--- src/rtl/fare_gate_array_ctrl.sv ---
// Multi-lane fare gate controller: per-lane tap/validate/open-or-deny FSMs
// with global maintenance override and a shared saturating entry counter.
module fare_gate_lane #(
    parameter int OPEN_CYCLES = 50,
    parameter int DENY_CYCLES = 20,
    parameter int TMR_W       = 6
) (
    input  logic       i_clk,
    input  logic       i_rst_n,
    input  logic       i_maintenance,
    input  logic       i_nfc,
    input  logic       i_card_active,
    input  logic       i_fund_enough,
    input  logic       i_pass_done,
    output logic       o_open,
    output logic       o_reduce_bal,
    output logic [2:0] o_disp,
    output logic       o_pass
);
    typedef enum logic [2:0] {IDLE, CHECK, OPEN, DENY, MAINT} state_t;

    localparam logic [TMR_W-1:0] OPEN_LAST = TMR_W'(OPEN_CYCLES - 1);
    localparam logic [TMR_W-1:0] DENY_LAST = TMR_W'(DENY_CYCLES - 1);

    state_t            r_state, w_nxt;
    logic [TMR_W-1:0]  r_tmr, w_tmr_nxt;
    logic [2:0]        r_code, w_code_nxt, w_disp_nxt;
    logic              w_reduce;
    logic              r_open, r_reduce;
    logic [2:0]        r_disp;

    always_comb begin
        w_nxt      = r_state;
        w_tmr_nxt  = r_tmr;
        w_code_nxt = r_code;
        w_reduce   = 1'b0;
        o_pass     = 1'b0;
        // Maintenance pre-empts every transition, including passage and fare deduction.
        if (i_maintenance) begin
            w_nxt     = MAINT;
            w_tmr_nxt = '0;
        end else begin
            case (r_state)
                IDLE:  if (i_nfc) w_nxt = CHECK;
                CHECK: begin
                    w_tmr_nxt = '0;
                    if (!i_card_active) begin
                        w_nxt      = DENY;
                        w_code_nxt = 3'b001;
                    end else if (!i_fund_enough) begin
                        w_nxt      = DENY;
                        w_code_nxt = 3'b010;
                    end else begin
                        w_nxt    = OPEN;
                        w_reduce = 1'b1;
                    end
                end
                OPEN: begin
                    if (i_pass_done) begin
                        w_nxt     = IDLE;
                        w_tmr_nxt = '0;
                        o_pass    = 1'b1;
                    end else if (r_tmr == OPEN_LAST) begin
                        w_nxt     = IDLE;
                        w_tmr_nxt = '0;
                    end else begin
                        w_tmr_nxt = r_tmr + 1'b1;
                    end
                end
                DENY: begin
                    if (r_tmr == DENY_LAST) begin
                        w_nxt     = IDLE;
                        w_tmr_nxt = '0;
                    end else begin
                        w_tmr_nxt = r_tmr + 1'b1;
                    end
                end
                default: w_nxt = IDLE;
            endcase
        end

        case (w_nxt)
            OPEN:    w_disp_nxt = 3'b011;
            DENY:    w_disp_nxt = w_code_nxt;
            MAINT:   w_disp_nxt = 3'b100;
            default: w_disp_nxt = 3'b000;
        endcase
    end

    always_ff @(posedge i_clk or negedge i_rst_n) begin
        if (!i_rst_n) begin
            r_state  <= IDLE;
            r_tmr    <= '0;
            r_code   <= 3'b000;
            r_open   <= 1'b0;
            r_reduce <= 1'b0;
            r_disp   <= 3'b000;
        end else begin
            r_state  <= w_nxt;
            r_tmr    <= w_tmr_nxt;
            r_code   <= w_code_nxt;
            r_open   <= (w_nxt == OPEN);
            r_reduce <= w_reduce;
            r_disp   <= w_disp_nxt;
        end
    end

    assign o_open       = r_open;
    assign o_reduce_bal = r_reduce;
    assign o_disp       = r_disp;
endmodule

module fare_gate_array_ctrl #(
    parameter int N_LANES     = 4,
    parameter int OPEN_CYCLES = 50,
    parameter int DENY_CYCLES = 20,
    parameter int CNT_W       = 16
) (
    input  logic                   i_clk,
    input  logic                   i_rst_n,
    input  logic                   i_maintenance,
    input  logic [N_LANES-1:0]     i_nfc,
    input  logic [N_LANES-1:0]     i_card_active,
    input  logic [N_LANES-1:0]     i_fund_enough,
    input  logic [N_LANES-1:0]     i_pass_done,
    output logic [N_LANES-1:0]     o_open,
    output logic [N_LANES-1:0]     o_reduce_bal,
    output logic [3*N_LANES-1:0]   o_disp,
    output logic [CNT_W-1:0]       o_entry_count
);
    localparam int TMR_MAX = (OPEN_CYCLES > DENY_CYCLES) ? OPEN_CYCLES : DENY_CYCLES;
    localparam int TMR_W   = $clog2(TMR_MAX + 1);
    // Wide enough for count + every lane passing at once without wrapping.
    localparam int SUM_W   = CNT_W + $clog2(N_LANES + 1) + 1;
    localparam logic [SUM_W-1:0] CNT_MAX = SUM_W'({CNT_W{1'b1}});

    logic [N_LANES-1:0] w_pass;
    logic [SUM_W-1:0]   w_total;
    logic [CNT_W-1:0]   r_count;

    for (genvar g = 0; g < N_LANES; g++) begin : g_lane
        fare_gate_lane #(
            .OPEN_CYCLES(OPEN_CYCLES),
            .DENY_CYCLES(DENY_CYCLES),
            .TMR_W      (TMR_W)
        ) u_lane (
            .i_clk        (i_clk),
            .i_rst_n      (i_rst_n),
            .i_maintenance(i_maintenance),
            .i_nfc        (i_nfc[g]),
            .i_card_active(i_card_active[g]),
            .i_fund_enough(i_fund_enough[g]),
            .i_pass_done  (i_pass_done[g]),
            .o_open       (o_open[g]),
            .o_reduce_bal (o_reduce_bal[g]),
            .o_disp       (o_disp[3*g +: 3]),
            .o_pass       (w_pass[g])
        );
    end

    always_comb begin
        w_total = SUM_W'(r_count);
        for (int i = 0; i < N_LANES; i++) w_total = w_total + SUM_W'(w_pass[i]);
        if (w_total > CNT_MAX) w_total = CNT_MAX;
    end

    always_ff @(posedge i_clk or negedge i_rst_n) begin
        if (!i_rst_n) r_count <= '0;
        else          r_count <= w_total[CNT_W-1:0];
    end

    assign o_entry_count = r_count;
endmodule

--- config.mk ---
export PLATFORM = sky130hd
export DESIGN_NAME = fare_gate_array_ctrl
export DESIGN_NICKNAME = d
export VERILOG_FILES = /design/src/rtl/fare_gate_array_ctrl.sv
export SDC_FILE = /design/constraint.sdc
export NUM_CORES = 1
export LEC_CHECK = 0
export CAP_MARGIN = 0
export CORE_MARGIN = 1.5
export CORE_UTILIZATION = 40
export CTS_BUF_LIST = sky130_fd_sc_hd__clkbuf_8 sky130_fd_sc_hd__clkbuf_16
export CTS_CLUSTER_SIZE = 30
export DETAILED_ROUTE_END_ITERATION = 8
export GPL_TIMING_DRIVEN = 1
export PLACE_DENSITY = 0.6
export SYNTH_ARGS = -nofsm -noshare
export SYNTH_HDL_FRONTEND = slang
export SYNTH_SLANG_ARGS = --single-unit
--- constraint.sdc ---
create_clock -name i_clk -period 3.9 [get_ports i_clk]
set_input_delay 0.39 -clock i_clk [delete_from_list [all_inputs] [get_ports i_clk]]
set_output_delay 0.39 -clock i_clk [all_outputs]
set_load 0.02 [all_outputs]
==> metrics <==
critical path peak fanout=13; Tightest Pin Transition=around 670 ps; Post-synth EDFFs=0; Fin Hold WS=52.5 ps; cell chain of the critical path=clkdlybuf4s50_1 > nor2_1 > and2_1 > nand3_1 > fa_1 > fa_1 > inv_1 > fa_1 > nand4_1 > nor2_1 > nand3_2 > o21ai_0; chip width=106 µm; RSZ-0062 raised after global routing=no; clock sink count=84; cell mode on critical path=fa_1; achievable frequency=between 200 and 300 MHz; Final Max Slew Viols=0; clock skew=7.99 ps; WP buf/inv=2; Worst VDD drop=0.000208 V; gp weighted congestion=~0.85; I/O pin count=55; Port-buffer cells=54; ANT cells=0; nets=510; drt wl/cell=roughly 14 µm; worst skew pair latency=350 ps; DIE HEIGHT=106 µm; final period utilization=slightly below 90%; Avg Cell Area, Syn=between 9 and 10 µm²; fraction of registers with async set/reset=100%; Hold Path Class=input pin to asynchronous set/reset pin; synthesized cell area=around 4200 µm²; Initial DRC Count=~130; Syn Nets=460; Initial Utilization=between 40% and 50%; GRT Total Usage=roughly 17%; CTS tree=yes; Min Clock Period, post-route=3430 ps; leak pwr=2.31 nW; largest net degree at the start of global routing=52; cell count after synthesis=429; post-DP HPWL=6140 µm; commonest non-fill, non-tap cell in the layout=dfrtp_1; Max stage delay on crit path=550 ps; drt total wl=8660 µm; Placement Setup Slack=-66.4 ps; most frequent cells in the layout=84 x dfrtp_1, 57 x nand2_1, 53 x clkdlybuf4s50_1; die area=approximately 11,000 µm²; layout cells sized above 1=between 7 and 8%; hold violation count in the final report=0; setup ws final=474 ps; CTS root buffer=clkbuf_8; top_reg_cell synth=dfrtp_1; core area=10,300 µm²; DRT Pass-1 Iters=4; status=finished clean; crit start category=input pin; Warnings, synthesis=0; PwrDens=342 nW/µm²; relative slew slack=55.5%; sequential cell area fraction in the yosys report=49.9%; antenna violations before repair=0; GRT overflow=0; area delta synth->final=19.2%; Vias/cell=5.25; first-pass GRT wire length=~15,000 µm; Final ANT Viol Nets=0; Max Cap Viol=0; Worst Path Required=between 4000 and 5000 ps; Setup-failing EPs final=0; H-tree Lvls=3; CTS Buffer Depth=2; hold_buf cts=0; Top Family by Delay on Critical Path=simple AND/OR/NAND/NOR gates; Distinct cells, synth=55; Vias=3,244; vias in the first global route=3,191; Worst EP arrival=3690 ps; final routed DRC violation total=0; Yosys reg bits=84; Worst-path clk slew=about 80 ps; Crit. End Element=register; # resized after CTS=0; Setup Crit Path Kind=input pin to register; Crit-path slowest cell=clkdlybuf4s50_1; Inserted Clock Buffers=9; Post-CTS Setup Bufs=0; Rows=37
area by class of cell:
class / count / area [µm²]
clock buffer: 12 / 165
clock inverter: 2 / 10.0
fill: 982 / 5260
inverter: 26 / 97.6
multi-input combinational: 300 / 1900
sequential: 84 / 2100
tap: 136 / 170
timing repair buffer: 58 / 568
worst reg2reg max path: cells and delay by family (launching register included):
family	cells	cell delay, ps
buf+inv	1	80
flops	1	440
compound gates	1	170
simple gates	6	1270
fa+ha+maj	3	1170
kinds of logic (layout without fill, tap and decap cells):
family | Yosys count | count (layout) | synth area share (%)
buffers and inverters | 45 | 98 | 4.93
AND/OR/NAND/NOR | 169 | 169 | 20.8
flip-flops | 84 | 84 | 49.9
AO/OA/AOI/OAI | 106 | 106 | 17.4
multiplexers | 2 | 2 | 0.505
adder cells (fa/ha/maj) | 12 | 12 | 4.10
XOR/XNOR | 11 | 11 | 2.29
through the flow:
step                      instance area [µm²]  TNS, ps  utilization [%]  power, mW  std cells
final                                    5020        0             48.8       1.71        618
after global routing                     5020        0             48.8       1.80        618
after CTS                                5010        0             48.8       1.74        618
after detailed placement                 4840     -196             47.1       1.17        604
after global placement                   4840        0             47.1       1.16        604
after floorplan                          4210        0                -       1.06        429
registers in the layout, summed over array words and instances (netlist names):
name and flops:
g_lane.u_lane.r_tmr 24, o_entry_count 16, g_lane.u_lane.o_disp 12, g_lane.u_lane.r_code 12, g_lane.u_lane.r_state 12, g_lane.u_lane.o_open 4
g_lane.u_lane.o_reduce_bal 4
worst paths after layout:
check | to | slack (ps) | cells after the start | from
max | o_entry_count[4] | 470 | 12 | i_maintenance
min reg2reg | g_lane[2].u_lane.r_code[1] | 490 | 2 | g_lane[2].u_lane.r_code[1]
max in group asynchronous | g_lane[1].u_lane.r_code[2] | 2950 | 2 | i_rst_n
min | g_lane[1].u_lane.r_tmr[3] | 50 | 1 | i_rst_n
max reg2reg | o_entry_count[4] | 680 | 11 | g_lane[2].u_lane.r_state[2]
min in group i_clk | g_lane[2].u_lane.r_code[1] | 490 | 2 | g_lane[2].u_lane.r_code[1]
power breakdown:
| part | internal, mW | switching, mW |
|---|---|---|
| Sequential | 0.912 | 0.0333 |
| Combinational | 0.0892 | 0.114 |
| Clock | 0.275 | 0.290 |
| Total | 1.28 | 0.438 |
routing by layer:
metal,vias to the layer above,GRT usage [%],wire [µm]
met4,0,6.18,132
li1,1598,-,-
met3,14,4.33,378
met1,1562,23.4,4320
met5,-,0,0
met2,70,25.7,3820
synth_stat cells, drive strengths merged (4+ instances only):
cell,instances,area share (%)
xor2,9,1.9
and2,13,1.9
nor2b,17,2.5
a31oi,8,1.5
or2,5,0.74
ha,9,2.7
dfrtp,84,50
nand2,57,5.1
or4b,6,1.4
o21a,11,2.0
a211oi,4,0.71
nor3,8,0.95
a21oi,14,1.7
buf,10,1.8
inv,26,2.3
o21ai,34,4.0
a311oi,5,1.2
clkbuf,9,0.80
o221ai,9,1.9
nand3,22,2.6
nor3b,4,0.95
o22ai,6,1.0
nor2,23,2.2
(Power assumes the default switching activity.)
